File: config.mk
export PLATFORM = sky130hd
export DESIGN_NAME = joy_serial_np
export DESIGN_NICKNAME = d
export VERILOG_FILES = /design/src/rtl/joy_serial_pkg.sv /design/src/rtl/joy_serial_np_debounce.sv /design/src/rtl/joy_serial_np.sv
export SDC_FILE = /design/constraint.sdc
export NUM_CORES = 1
export LEC_CHECK = 0
export BUFFER_PORTS_ARGS = -buffer_cell sky130_fd_sc_hd__buf_4
export CORE_MARGIN = 1.5
export CORE_UTILIZATION = 35
export DETAILED_ROUTE_END_ITERATION = 12
export PLACE_DENSITY = 0.62
export SYNTH_ARGS = -nofsm -noshare
export SYNTH_HDL_FRONTEND = slang
export SYNTH_SLANG_ARGS = --single-unit
export TNS_END_PERCENT = 100
File: constraint.sdc
create_clock -name clk -period 4.75 [get_ports clk]
set_clock_uncertainty 0.05 [all_clocks]
set_input_delay 0.95 -clock clk [delete_from_list [all_inputs] [get_ports clk]]
set_output_delay 0.95 -clock clk [all_outputs]
set_load 0.02 [all_outputs]
File: src/rtl/joy_serial_pkg.sv
// Shared types and constants for the serial joystick reader.
// Bit helpers map a serial sample index k onto (player, button bit).
package joy_serial_pkg;

  typedef enum logic [2:0] {
    ST_IDLE   = 3'd0,
    ST_LOAD   = 3'd1,
    ST_LEAD   = 3'd2,
    ST_SHIFT  = 3'd3,
    ST_COMMIT = 3'd4
  } state_t;

  localparam int DEF_NUM_PLAYERS     = 2;
  localparam int DEF_BITS_PER_PLAYER = 12;
  localparam int DEF_HALF_PERIOD     = 128;
  localparam int DEF_LEAD_SLOTS      = 2;
  localparam int DEF_DEBOUNCE        = 2;

  function automatic int bit_player(input int k, input int b);
    return k / b;
  endfunction

  // First sample of each player is its most significant button bit.
  function automatic int bit_pos(input int k, input int b);
    return b - 1 - (k % b);
  endfunction

  function automatic int bit_flat(input int k, input int b);
    return bit_player(k, b) * b + bit_pos(k, b);
  endfunction

endpackage

File: src/rtl/joy_serial_np_debounce.sv
// One button bit of the frame filter: previous raw value, saturating
// agreement counter and the published output bit, with a clear input.
module joy_debounce_bit
  import joy_serial_pkg::*;
#(
  parameter int DEBOUNCE = DEF_DEBOUNCE
) (
  input  logic clk,
  input  logic reset_n,
  input  logic i_update,
  input  logic i_clear,
  input  logic i_raw,
  output logic o_out
);

  localparam int CW = (DEBOUNCE > 1) ? $clog2(DEBOUNCE) : 1;
  localparam logic [CW-1:0] CNT_MAX = CW'(DEBOUNCE - 1);

  logic [CW-1:0] r_cnt;
  logic [CW-1:0] w_cnt_n;
  logic          r_prev;
  logic          r_out;

  always_comb begin
    w_cnt_n = r_cnt;
    if (i_raw != r_prev) begin
      w_cnt_n = {CW{1'b0}};
    end else if (r_cnt == CNT_MAX) begin
      w_cnt_n = r_cnt;
    end else begin
      w_cnt_n = r_cnt + CW'(1);
    end
  end

  always_ff @(posedge clk or negedge reset_n) begin
    if (!reset_n) begin
      r_cnt  <= {CW{1'b0}};
      r_prev <= 1'b0;
      r_out  <= 1'b0;
    end else if (i_update) begin
      if (i_clear) begin
        r_cnt  <= {CW{1'b0}};
        r_prev <= 1'b0;
        r_out  <= 1'b0;
      end else begin
        r_cnt  <= w_cnt_n;
        r_prev <= i_raw;
        if (w_cnt_n == CNT_MAX) begin
          r_out <= i_raw;
        end
      end
    end
  end

  assign o_out = r_out;

endmodule

File: src/rtl/joy_serial_np.sv
// Serial joystick splitter reader: generates JOY_CLK/JOY_LOAD from clk,
// shifts in N*B active-low bits per frame, debounces and flags disconnects.
module joy_serial_np
  import joy_serial_pkg::*;
#(
  parameter int NUM_PLAYERS     = DEF_NUM_PLAYERS,
  parameter int BITS_PER_PLAYER = DEF_BITS_PER_PLAYER,
  parameter int HALF_PERIOD     = DEF_HALF_PERIOD,
  parameter int LEAD_SLOTS      = DEF_LEAD_SLOTS,
  parameter int DEBOUNCE        = DEF_DEBOUNCE
) (
  input  logic                                   clk,
  input  logic                                   reset_n,
  input  logic                                   enable,
  input  logic                                   JOY_DATA,
  output logic                                   JOY_CLK,
  output logic                                   JOY_LOAD,
  output logic [NUM_PLAYERS*BITS_PER_PLAYER-1:0] joystick,
  output logic [NUM_PLAYERS-1:0]                 connected,
  output logic                                   frame_valid
);

  localparam int NB     = NUM_PLAYERS * BITS_PER_PLAYER;
  localparam int DIV_W  = $clog2(2 * HALF_PERIOD);
  localparam int SLOT_W = $clog2(LEAD_SLOTS + NB + 1);
  localparam logic [DIV_W-1:0]  DIV_HALF       = DIV_W'(HALF_PERIOD);
  localparam logic [DIV_W-1:0]  DIV_LAST       = DIV_W'(2 * HALF_PERIOD - 1);
  localparam logic [SLOT_W-1:0] SLOT_LEAD_LAST = SLOT_W'(LEAD_SLOTS - 1);
  localparam logic [SLOT_W-1:0] SLOT_LAST      = SLOT_W'(LEAD_SLOTS + NB - 1);

  state_t                 r_state;
  state_t                 w_state_n;
  logic [DIV_W-1:0]       r_div;
  logic [DIV_W-1:0]       w_div_n;
  logic [SLOT_W-1:0]      r_slot;
  logic [SLOT_W-1:0]      w_slot_n;
  logic                   r_sync1;
  logic                   r_sync2;
  logic                   w_tick;
  logic                   w_commit;
  logic [NB-1:0]          r_raw;
  logic [NB-1:0]          w_raw_full;
  logic [NB-1:0]          w_sample;
  logic [NUM_PLAYERS-1:0] w_absent;
  logic [NUM_PLAYERS-1:0] r_connected;
  logic                   r_joy_clk;
  logic                   r_joy_load;
  logic                   r_frame_valid;

  assign w_tick = (r_div == DIV_HALF);

  // Slot sequencing; dropping enable aborts the frame from any state.
  always_comb begin
    w_state_n = r_state;
    w_slot_n  = r_slot;
    w_commit  = 1'b0;
    if (!enable) begin
      w_state_n = ST_IDLE;
      w_slot_n  = {SLOT_W{1'b0}};
    end else begin
      case (r_state)
        ST_IDLE: begin
          w_state_n = ST_LOAD;
          w_slot_n  = {SLOT_W{1'b0}};
        end
        ST_LOAD: begin
          if (w_tick) begin
            w_slot_n  = SLOT_W'(1);
            w_state_n = (LEAD_SLOTS == 1) ? ST_SHIFT : ST_LEAD;
          end else begin
            w_state_n = ST_LOAD;
          end
        end
        ST_LEAD: begin
          if (w_tick) begin
            w_slot_n  = r_slot + SLOT_W'(1);
            w_state_n = (r_slot == SLOT_LEAD_LAST) ? ST_SHIFT : ST_LEAD;
          end else begin
            w_state_n = ST_LEAD;
          end
        end
        ST_SHIFT: begin
          if (w_tick && (r_slot == SLOT_LAST)) begin
            w_commit  = 1'b1;
            w_slot_n  = {SLOT_W{1'b0}};
            w_state_n = ST_COMMIT;
          end else if (w_tick) begin
            w_slot_n  = r_slot + SLOT_W'(1);
          end else begin
            w_state_n = ST_SHIFT;
          end
        end
        ST_COMMIT: begin
          w_slot_n  = {SLOT_W{1'b0}};
          w_state_n = ST_LOAD;
        end
        default: begin
          w_slot_n  = {SLOT_W{1'b0}};
          w_state_n = ST_IDLE;
        end
      endcase
    end
  end

  // Divider is parked at zero while idle and restarts with the first LOAD slot.
  always_comb begin
    w_div_n = r_div;
    if ((r_state == ST_IDLE) || (w_state_n == ST_IDLE)) begin
      w_div_n = {DIV_W{1'b0}};
    end else if (r_div == DIV_LAST) begin
      w_div_n = {DIV_W{1'b0}};
    end else begin
      w_div_n = r_div + DIV_W'(1);
    end
  end

  for (genvar k = 0; k < NB; k++) begin : g_sample
    localparam int J = bit_flat(k, BITS_PER_PLAYER);
    assign w_sample[k]   = (r_state == ST_SHIFT) && w_tick && (r_slot == SLOT_W'(LEAD_SLOTS + k));
    assign w_raw_full[J] = w_sample[k] ? ~r_sync2 : r_raw[J];
  end

  for (genvar p = 0; p < NUM_PLAYERS; p++) begin : g_player
    assign w_absent[p] = &w_raw_full[p*BITS_PER_PLAYER +: BITS_PER_PLAYER];
    for (genvar b = 0; b < BITS_PER_PLAYER; b++) begin : g_bit
      joy_debounce_bit #(
        .DEBOUNCE (DEBOUNCE)
      ) u_deb (
        .clk      (clk),
        .reset_n  (reset_n),
        .i_update (w_commit),
        .i_clear  (w_absent[p]),
        .i_raw    (w_raw_full[p*BITS_PER_PLAYER + b]),
        .o_out    (joystick[p*BITS_PER_PLAYER + b])
      );
    end
  end

  // Sequencer, synchroniser and registered pin/strobe outputs.
  always_ff @(posedge clk or negedge reset_n) begin
    if (!reset_n) begin
      r_state       <= ST_IDLE;
      r_div         <= {DIV_W{1'b0}};
      r_slot        <= {SLOT_W{1'b0}};
      r_sync1       <= 1'b0;
      r_sync2       <= 1'b0;
      r_raw         <= {NB{1'b0}};
      r_connected   <= {NUM_PLAYERS{1'b0}};
      r_joy_clk     <= 1'b0;
      r_joy_load    <= 1'b1;
      r_frame_valid <= 1'b0;
    end else begin
      r_state       <= w_state_n;
      r_div         <= w_div_n;
      r_slot        <= w_slot_n;
      r_sync1       <= JOY_DATA;
      r_sync2       <= r_sync1;
      r_raw         <= w_raw_full;
      r_joy_clk     <= (w_div_n >= DIV_HALF);
      r_joy_load    <= (w_state_n != ST_LOAD);
      r_frame_valid <= w_commit;
      if (w_commit) begin
        r_connected <= ~w_absent;
      end
    end
  end

  assign JOY_CLK     = r_joy_clk;
  assign JOY_LOAD    = r_joy_load;
  assign connected   = r_connected;
  assign frame_valid = r_frame_valid;

endmodule

==> flow_metrics.tcl, run 1 <==
set metrics [dict create \
    clockRootBuffer "sky130_fd_sc_hd__clkbuf_16" \
    nets_final 568 \
    min_period_ns 3.78 \
    cts_htree_levels 3 \
    grt_first_pass_wirelength_um 20400 \
    initial_drc_count 266 \
    maximum_number_of_pins_on_one_net_before_global_route_repair 57 \
    clock_power_share_pct 45.8 \
    gr-usage-met3_pct 2.65 \
    cp_slowest_cell "sky130_fd_sc_hd__nor4_1" \
    number_of_filler_cells_placed_in_the_layout 1474 \
    total_routed_length_um 11800 \
    globalRouteMet2Util_pct 24.8 \
    insertion_delay_ns 0.35 \
    core_area_um2 14500 \
    critical_path.max_stage_delay_ns 0.96 \
    post_synth_inst_count 561 \
    synth_fp_nets 572 \
    cts_tree "done" \
    ff2ff_path_depth 9 \
    synth_top_cells_by_area "sky130_fd_sc_hd__dfrtp_1 (45%), sky130_fd_sc_hd__nand2_1 (6.8%), sky130_fd_sc_hd__buf_4 (3.9%)" \
    vdd_drop_max_mv 0.129 \
    cp.arrival_ns 3.96 \
    global_route.peak_usage_layer "met2" \
    power.net_switching_uw 337 \
    worst_r2r_startpoint "r_div[0]$_DFF_PN0_" \
    vias_per_cell 5.49 \
    vias_after_detailed_routing 4097 \
    die_y_um 125 \
    yosys_most_used_dff "sky130_fd_sc_hd__dfrtp_1" \
    clk_pin_slew_ns 0.07 \
    cts-hold-fix-buffers 0 \
    antenna-diode-count 0 \
    hold_path_end "r_sync2$_DFF_PN0_" \
    die_w_um 125 \
    area_delta_synth_final_pct 9.46 \
    number_of_antenna_violations_at_the_first_check_in_global_routing 0 \
    series_of_cell_instances_along_the_critical_path "inv_1, ha_1, nand4bb_1, nor4_1, mux2i_1, nand4_1, nor4_4, buf_4, o21ai_0" \
    crit_family "simple AND/OR/NAND/NOR gates" \
    top_level_ports 33 \
    power.share.sequential_pct 52.1 \
    grt_pass1_vias 3975 \
    dp_cells 730 \
    share_of_synthesized_flip_flops_with_an_asynchronous_set_or_reset_pct 100 \
    hold_path.class "reg -> reg" \
    cts_resized 0 \
    post-dp-hpwl_um 8150 \
    drt_first_pass_iters 5 \
    postCtsSetupBuffers 0 \
    grt_usage_pct 15.8 \
    fp-row-count 44 \
    worstPathMaxFanout 10 \
    overflow 0 \
    critical_path.n_buffers_inverters 2 \
    setup-violations-final 0 \
    power_frac_comb_pct 2.1 \
    die_area_um2 15600 \
    synth-seq-area-share_pct 45.2 \
    worst_pin_slew_ns 0.978 \
    cts_num_sinks 94 \
    reg2reg_setup_slack_ns 0.97 \
    pwr_density_cell_nw_per_um2 271 \
    floorplan.initialDensity_pct 35.9 \
    drt.antenna.violating_nets 0 \
    clk_path_buf_depth 2 \
    status "complete, no violations" \
    timing.slew.headroom_pct 33.9 \
    syn_area_per_cell_um2 9.29 \
    mappedNetlistArea_um2 5210 \
    end_kind "flop" \
    ys_seq_elements 94 \
    dr_wl_cell_um 15.8 \
    finalHoldViolations 0 \
    fin_setup_tns_ns 0 \
    synthDominantCellAreaShare_pct 44.6 \
    r2r-end "g_player[1].g_bit[1].u_deb.r_prev$_DFFE_PN0P_" \
    whs_ns 0.305 \
    p_int_uw 1210 \
    crit_path_start_kind "flop" \
    post-route-drc-count 0 \
    synth_enable_flop_cells 0 \
    met1_usage_pct 22.2 \
    worst_hold_startpoint "r_sync1$_DFF_PN0_" \
    cts-buffers-inserted 9 \
    rsz_0062_raised_after_global_routing "false" \
    cap_viol_max_count 0 \
    synth_top_area_cell "sky130_fd_sc_hd__dfrtp_1" \
    min_period_over_period_pct 79.5 \
    number_of_cells_in_the_finished_layout_apart_from_fillers 746 \
    synth_cell_types 62 \
    timing.setup.critical_path_class "reg -> reg" \
    worst_hold_path.num_cells 0 \
    timing.critical_path.required_ns 4.93 \
    total_leakage_power_uw 0.00261 \
    drv_slew 0 \
    io_buffers 32 \
    synthesis.yosys.warnings 0 \
    switching_power_share_of_the_total_pct 21.8 \
    drive_gt1_share_pct 16.7 \
    clock.fmax_ghz 0.265 \
    final_core_utilization_pct 39.3 \
    globalplace.congestion 0.837 \
]
-- how the worst max path moves through the flow --
stage               slack, ns             startpoint                                             to  cells past startpoint
floorplan                1.94  r_slot[0]$_DFFE_PN0P_  g_player[1].g_bit[4].u_deb.r_prev$_DFFE_PN0P_                     11
CTS                      0.99     r_div[0]$_DFF_PN0_  g_player[1].g_bit[1].u_deb.r_prev$_DFFE_PN0P_                      9
detailed placement       1.01     r_div[0]$_DFF_PN0_  g_player[1].g_bit[1].u_deb.r_prev$_DFFE_PN0P_                      9
finish                   0.97     r_div[0]$_DFF_PN0_  g_player[1].g_bit[1].u_deb.r_prev$_DFFE_PN0P_                      9
global placement         1.15     r_div[0]$_DFF_PN0_   g_player[1].g_bit[1].u_deb.o_out$_DFFE_PN0P_                      9
global route             0.71     r_div[0]$_DFF_PN0_  g_player[1].g_bit[1].u_deb.r_prev$_DFFE_PN0P_                      9
-- worst register-to-register path, delay by kind of cell, from the launching register on --
kind | cells | cell delay, ns
AOI/OAI and AO/OA | 1 | 0.11
muxes | 1 | 0.30
adders and majority gates | 1 | 0.17
and+or+nand+nor | 4 | 2.23
DFF | 1 | 0.41
buffers and inverters | 2 | 0.41
-- Yosys cell counts, drive strengths merged, types with 7 or more instances --
cell	number
nand2	95
dfrtp	93
o21ai	55
buf	36
inv	26
nor3	23
o22ai	21
clkbuf	20
nor2	18
a21boi	17
a22oi	12
nand4	12
a21o	11
or2	8
ha	7
nand3	7
nor2b	7
-- cells by family (layout without fill, tap and decap cells) --
group           Yosys count  in the layout  synth area share, %
simple gates            203            203                 20.1
compound gates          163            163                 22.4
flops                    94             94                 45.2
buf+inv                  82             83                 8.50
fa+ha+maj                 7              7                 1.68
xor+xnor                  6              6                 1.01
mux                       6              6                 1.15
-- state kept, by name, indices dropped and copies added, names as in the netlist --
signal                       count
r_sync2                          1
connected                        2
r_state                          3
frame_valid                      1
JOY_LOAD                         1
r_raw                           24
r_slot                           5
r_div                            8
g_player.g_bit.u_deb.o_out      24
g_player.g_bit.u_deb.r_prev     24
r_sync1                          1
-- power by group through the flow --
stage / clock network [uW] / logic [uW] / registers, uW
after floorplan: 0 / 10.7 / 820
after global placement: 0 / 32.9 / 820
after detailed placement: 0 / 33.9 / 821
after CTS: 725 / 33.9 / 805
after global routing: 752 / 37.6 / 805
final: 707 / 32.3 / 806
-- cell usage in the layout (no fill, tap or decap), types with 6 or more instances in the layout --
cell / n
sky130_fd_sc_hd__or3_1: 6
sky130_fd_sc_hd__inv_1: 26
sky130_fd_sc_hd__o22ai_1: 18
sky130_fd_sc_hd__clkbuf_16: 9
sky130_fd_sc_hd__nand3_1: 6
sky130_fd_sc_hd__nor2b_1: 7
sky130_fd_sc_hd__nand2_1: 95
sky130_fd_sc_hd__nand4b_1: 6
sky130_fd_sc_hd__ha_1: 7
sky130_fd_sc_hd__mux2i_1: 6
sky130_fd_sc_hd__buf_4: 41
sky130_fd_sc_hd__nor2_1: 18
sky130_fd_sc_hd__a22oi_1: 12
sky130_fd_sc_hd__nor3_1: 23
sky130_fd_sc_hd__o21ai_0: 37
sky130_fd_sc_hd__a21oi_1: 6
sky130_fd_sc_hd__a21o_1: 11
sky130_fd_sc_hd__nand4_1: 11
sky130_fd_sc_hd__or2_2: 8
sky130_fd_sc_hd__o21ai_2: 17
sky130_fd_sc_hd__dfrtp_1: 93
sky130_fd_sc_hd__a21boi_0: 17
-- per-layer routing --
metal	part of all wire, %	vias to the layer above
met5	0	-
met4	1.5	0
met3	3.3	13
met2	46	76
met1	49	2026
li1	-	1982
-- final cells by class --
cell class,count,area (um^2),area share (%)
multi-input cells,385,2420,42.4
flip-flops and latches,94,2350,41.3
repair buffers,41,308,5.39
clock buffers,12,267,4.67
well taps,184,230,4.04
inverters,26,97.6,1.71
clock inverters,4,28.8,0.504
-- metrics by stage --
stage               power, uW  setup WS (ns)  area (um^2)
floorplan                 831           1.94         5210
global placement          853           1.15         5410
detailed placement        855           1.01         5410
CTS                      1560          0.989         5710
global route             1600          0.707         5710
finish                   1550          0.974         5710
No activity file was read; power rests on OpenSTA's default activity.
==> run 2: changes to the inputs <==
==> constraint.sdc (replaced) <==
create_clock -name clk -period 3.7 [get_ports clk]
set_clock_uncertainty 0.05 [all_clocks]
set_input_delay 0.74 -clock clk [delete_from_list [all_inputs] [get_ports clk]]
set_output_delay 0.74 -clock clk [all_outputs]
set_load 0.02 [all_outputs]
==> run 2 against run 1 <==
Against the previous run: combinational power rose by 31%; sequential share of layout area fell by 0.42 points; first-iteration DRC count fell by 16%; utilization rose by 0.40 points; routed wire length rose by 1.8%; global-route usage rose by 0.44 points; critical endpoint is now g_player[0].g_bit[6].u_deb.r_prev$_DFFE_PN0P_; largest power group unchanged; highest routed layer unchanged.
==> flow_metrics.tcl, run 2 (same netlist as run 1, synthesis figures left out) <==
set metrics [dict create \
    vdd_drop_max_mv 0.167 \
    grt_first_pass_wirelength_um 20800 \
    globalplace.congestion 0.815 \
    clk_path_buf_depth 2 \
    min_period_ns 3.30 \
    maximum_number_of_pins_on_one_net_before_global_route_repair 51 \
    cts-buffers-inserted 9 \
    fin_setup_tns_ns 0 \
    fp-row-count 44 \
    drive_gt1_share_pct 17.1 \
    drt.antenna.violating_nets 0 \
    cts_htree_levels 3 \
    rsz_0062_raised_after_global_routing "false" \
    io_buffers 32 \
    startpoint_of_the_most_critical_setup_path "r_div[0]$_DFF_PN0_" \
    floorplan.initialDensity_pct 35.9 \
    clk_pin_slew_ns 0.06 \
    number_of_antenna_violations_at_the_first_check_in_global_routing 0 \
    nets_final 573 \
    clock.fmax_ghz 0.303 \
    grt_usage_pct 16.3 \
    postCtsSetupBuffers 0 \
    mostFrequentLayoutCells "sky130_fd_sc_hd__nand2_1 (95), sky130_fd_sc_hd__dfrtp_1 (93), sky130_fd_sc_hd__buf_4 (46), sky130_fd_sc_hd__o21ai_0 (37), sky130_fd_sc_hd__inv_1 (26)" \
    core_area_um2 14500 \
    die_w_um 125 \
    min_period_over_period_pct 89.1 \
    post-dp-hpwl_um 8090 \
    top_level_ports 33 \
    hold_path.class "in -> async" \
    ff2ff_path_depth 9 \
    cap_viol_max_count 0 \
    setup-violations-final 0 \
    vias_per_cell 5.40 \
    timing.slew.headroom_pct 51.8 \
    pwr_density_cell_nw_per_um2 358 \
    timing.critical_path.required_ns 3.85 \
    reg2reg_setup_slack_ns 0.40 \
    cts_resized 0 \
    drt_first_pass_iters 4 \
    end_kind "flop" \
    cts_tree "done" \
    final.setup.worst_slack_ns 0.403 \
    overflow 0 \
    layout_commonest_cell "sky130_fd_sc_hd__nand2_1" \
    cts-hold-fix-buffers 0 \
    die_area_um2 15600 \
    status "complete, no violations" \
    final_core_utilization_pct 39.7 \
    drv_slew 0 \
    post-route-drc-count 0 \
    timing.setup.critical_path_class "reg -> reg" \
    clockRootBuffer "sky130_fd_sc_hd__clkbuf_16" \
    grt_pass1_vias 4146 \
    worst_setup_path_endpoint "g_player[0].g_bit[6].u_deb.r_prev$_DFFE_PN0P_" \
    total_routed_length_um 12000 \
    antenna-diode-count 0 \
    insertion_delay_ns 0.34 \
    cp.arrival_ns 3.44 \
    worst_r2r_startpoint "r_div[0]$_DFF_PN0_" \
    vias_after_detailed_routing 4054 \
    crit_path_start_kind "flop" \
    r2r-end "g_player[0].g_bit[6].u_deb.r_prev$_DFFE_PN0P_" \
    initial_drc_count 224 \
    worst_pin_slew_ns 0.717 \
    worstPathMaxFanout 21 \
    die_y_um 125 \
    area_delta_synth_final_pct 10.6 \
    dr_wl_cell_um 16.0 \
    cts_num_sinks 94 \
    finalHoldViolations 0 \
    total_leakage_power_uw 0.00265 \
    place_ws_ns 0.395 \
    whs_ns 0.263 \
]
## run 2: routing by layer
layer | GRT usage (%) | part of all wire [%] | vias to the layer above
met5 | 0 | 0 | -
met1 | 22.6 | 49 | 1991
met2 | 25.3 | 46 | 59
li1 | - | - | 1986
met4 | 6.82 | 2.2 | 0
met3 | 2.48 | 2.6 | 18
## run 2: power breakdown
group	total, uW	switching [uW]	internal (uW)
Combinational	42.2	33.0	9.13
Clock	988	380	609
Sequential	1030	3.38	1030
Total	2070	416	1650
## run 2: worst max-delay path, stage by stage, from the launching register on
cell	delay [ns]
sky130_fd_sc_hd__dfrtp_1	0.41
sky130_fd_sc_hd__inv_1	0.09
sky130_fd_sc_hd__ha_1	0.16
sky130_fd_sc_hd__nand4bb_1	0.43
sky130_fd_sc_hd__or4_4	0.79
sky130_fd_sc_hd__a211oi_1	0.22
sky130_fd_sc_hd__o22ai_1	0.15
sky130_fd_sc_hd__nor4b_4	0.42
sky130_fd_sc_hd__buf_4	0.31
sky130_fd_sc_hd__o22ai_1	0.13
## run 2: worst min path at each step
| stage | to | cells past startpoint |
|---|---|---|
| 4_1_cts | frame_valid$_DFF_PN0_ | 1 |
| 3_3_place_gp | r_sync2$_DFF_PN0_ | 0 |
| 5_1_grt | frame_valid$_DFF_PN0_ | 1 |
| 6_report | frame_valid$_DFF_PN0_ | 1 |
| 3_5_place_dp | r_sync2$_DFF_PN0_ | 0 |
| 2_1_floorplan | r_sync2$_DFF_PN0_ | 0 |
## run 2: per-stage QoR
| stage | cell area, um^2 | power [uW] | std cells |
|---|---|---|---|
| 6_report | 5760 | 2070 | 751 |
| 5_1_grt | 5760 | 2150 | 751 |
| 3_5_place_dp | 5450 | 1100 | 735 |
| 3_3_place_gp | 5450 | 1100 | 735 |
| 4_1_cts | 5760 | 2090 | 751 |
| 2_1_floorplan | 5210 | 1070 | 561 |
## run 2: final cells by class
class	count	area, um^2
Multi-Input combinational cell	385	2420
Clock buffer	12	246
Clock inverter	4	70.1
Inverter	26	97.6
Sequential cell	94	2350
Fill cell	1475	8770
Timing Repair Buffer	46	345
Tap cell	184	230
==> run 3: changes to the inputs <==
--- a/config.mk
+++ b/config.mk
@@ -6,10 +6,10 @@
 export NUM_CORES = 1
 export LEC_CHECK = 0
 export BUFFER_PORTS_ARGS = -buffer_cell sky130_fd_sc_hd__buf_4
-export CORE_MARGIN = 1.5
-export CORE_UTILIZATION = 35
+export CORE_MARGIN = 4
+export CORE_UTILIZATION = 61
 export DETAILED_ROUTE_END_ITERATION = 12
-export PLACE_DENSITY = 0.62
+export PLACE_DENSITY = 0.87
 export SYNTH_ARGS = -nofsm -noshare
 export SYNTH_HDL_FRONTEND = slang
 export SYNTH_SLANG_ARGS = --single-unit
==> run 3 against run 2 <==
Against the previous run: sequential share of layout area is 1.4 points higher; utilization is 28 points higher; die area is 35% lower; largest cell class unchanged.
==> flow_metrics.tcl, run 3 (same netlist as run 1, synthesis figures left out) <==
set metrics [dict create \
    worst_pin_slew_ns 0.876 \
    top_level_ports 33 \
    finalHoldViolations 0 \
    p_int_uw 1410 \
    clock_power_share_pct 40.3 \
    power.share.sequential_pct 57.4 \
    grt_usage_pct 23.9 \
    vias_after_detailed_routing 4206 \
    globalplace.congestion 0.858 \
    clk_path_buf_depth 2 \
    total_routed_length_um 11600 \
    cts_num_sinks 94 \
    drv_slew 0 \
    dp_cells 657 \
    cts_resized 0 \
    hold_path.class "in -> async" \
    cap_viol_max_count 0 \
    power_frac_comb_pct 2.3 \
    clockRootBuffer "sky130_fd_sc_hd__clkbuf_8" \
    fin_setup_tns_ns 0 \
    maximum_number_of_pins_on_one_net_before_global_route_repair 44 \
    cp.arrival_ns 3.51 \
    switching_power_share_of_the_total_pct 21.8 \
    final_core_utilization_pct 67.4 \
    drt_first_pass_iters 5 \
    grt_first_pass_wirelength_um 19400 \
    grt_pass1_vias 4017 \
    number_of_cells_in_the_finished_layout_apart_from_fillers 673 \
    die_w_um 100 \
    drt.antenna.violating_nets 0 \
    fp-row-count 33 \
    startpoint_of_the_most_critical_setup_path "r_div[1]$_DFF_PN0_" \
    post-route-drc-count 0 \
    insertion_delay_ns 0.36 \
    vias_per_cell 6.25 \
    rsz_0062_raised_after_global_routing "false" \
    mostFrequentLayoutCells "sky130_fd_sc_hd__nand2_1 (95), sky130_fd_sc_hd__dfrtp_1 (93), sky130_fd_sc_hd__buf_4 (47), sky130_fd_sc_hd__o21ai_0 (37), sky130_fd_sc_hd__inv_1 (26)" \
    io_buffers 32 \
    min_period_over_period_pct 89.7 \
    number_of_filler_cells_placed_in_the_layout 659 \
    crit_path_start_kind "flop" \
    layout_commonest_cell "sky130_fd_sc_hd__nand2_1" \
    drive_gt1_share_pct 17.4 \
    vdd_drop_max_mv 0.201 \
    overflow 0 \
    postCtsSetupBuffers 0 \
    cts_tree "done" \
    die_area_um2 10100 \
    timing.setup.critical_path_class "reg -> reg" \
    area_delta_synth_final_pct 6.82 \
    number_of_antenna_violations_at_the_first_check_in_global_routing 0 \
    antenna-diode-count 0 \
    power.net_switching_uw 393 \
    timing.critical_path.required_ns 3.89 \
    setup-violations-final 0 \
    cts_htree_levels 3 \
    core_area_um2 8260 \
    floorplan.initialDensity_pct 63.1 \
    worst_r2r_startpoint "r_div[1]$_DFF_PN0_" \
    end_kind "flop" \
    nets_final 574 \
    cts-buffers-inserted 9 \
    post-dp-hpwl_um 7900 \
    initial_drc_count 441 \
    worstPathMaxFanout 13 \
    die_y_um 100 \
    cts-hold-fix-buffers 0 \
    clock.fmax_ghz 0.301 \
    pwr_density_cell_nw_per_um2 323 \
    dr_wl_cell_um 17.2 \
    total_leakage_power_uw 0.00261 \
    min_period_ns 3.32 \
    timing.slew.headroom_pct 41.1 \
    status "complete, no violations" \
    clk_pin_slew_ns 0.09 \
]
[run 3: cell count changes in the layout (fill, tap and decap cells not counted)]
cell / change
sky130_fd_sc_hd__clkinv_2: -1
sky130_fd_sc_hd__inv_6: +1
sky130_fd_sc_hd__nand3_1: +1
sky130_fd_sc_hd__nand3_2: -1
sky130_fd_sc_hd__buf_4: +1
sky130_fd_sc_hd__clkinvlp_4: +1
sky130_fd_sc_hd__clkbuf_1: -2
sky130_fd_sc_hd__clkbuf_16: -9
sky130_fd_sc_hd__clkbuf_8: +11
sky130_fd_sc_hd__bufinv_16: -1
[run 3: per-layer routing]
| layer | wire length, um | global-route usage (%) |
|---|---|---|
| met1 | 5090 | 32.9 |
| met2 | 5520 | 38.0 |
| met3 | 698 | 4.24 |
| met4 | 252 | 8.81 |
| met5 | 0 | 0 |
[run 3: final timing paths]
kind	end	depth (start not counted)	slack, ns
setup / recovery	g_player[1].g_bit[1].u_deb.r_prev$_DFFE_PN0P_	9	0.38
hold / removal	g_player[0].g_bit[4].u_deb.r_prev$_DFFE_PN0P_	1	0.22
setup reg to reg	g_player[1].g_bit[1].u_deb.r_prev$_DFFE_PN0P_	9	0.38
hold reg to reg	r_sync2$_DFF_PN0_	0	0.32
max in group asynchronous	JOY_LOAD$_DFF_PN1_	2	2.58
min in group clk	r_sync2$_DFF_PN0_	0	0.32
[run 3: power by group through the flow]
| stage | registers, uW | logic (uW) | clock network, uW |
|---|---|---|---|
| 2_1_floorplan | 1050 | 13.7 | 0 |
| 3_3_place_gp | 1050 | 42.0 | 0 |
| 3_5_place_dp | 1050 | 43.3 | 0 |
| 4_1_cts | 1030 | 43.3 | 737 |
| 5_1_grt | 1030 | 48.2 | 787 |
| 6_report | 1030 | 41.6 | 726 |
[run 3: cell type report]
type                            count  area, um^2  area share (%)
Multi-Input combinational cell    385        2420            43.4
Sequential cell                    94        2350            42.3
Timing Repair Buffer               47         353            6.34
Clock buffer                       12         165            2.97
Tap cell                          105         131            2.36
Inverter                           26        97.6            1.75
Clock inverter                      4        51.3           0.921
[run 3: critical path, cell delays in order (launching register included)]
cell                        delay [ns]
sky130_fd_sc_hd__dfrtp_1          0.41
sky130_fd_sc_hd__inv_1            0.09
sky130_fd_sc_hd__ha_1             0.16
sky130_fd_sc_hd__nand4bb_1        0.36
sky130_fd_sc_hd__or4_4            0.76
sky130_fd_sc_hd__o31ai_4          0.30
sky130_fd_sc_hd__nand4_2          0.16
sky130_fd_sc_hd__nor4_4           0.44
sky130_fd_sc_hd__buf_4            0.33
sky130_fd_sc_hd__o21ai_0          0.12
[run 3: per-stage QoR]
| step | worst slack, ns | cell area, um^2 | total power (uW) | hold slack (ns) |
|---|---|---|---|---|
| floorplan | 0.888 | 5210 | 1070 | 0.281 |
| global placement | 0.547 | 5350 | 1100 | 0.288 |
| detailed placement | 0.395 | 5350 | 1100 | 0.291 |
| CTS | 0.375 | 5570 | 1810 | 0.230 |
| global route | 0.146 | 5570 | 1870 | 0.232 |
| finish | 0.381 | 5570 | 1800 | 0.222 |
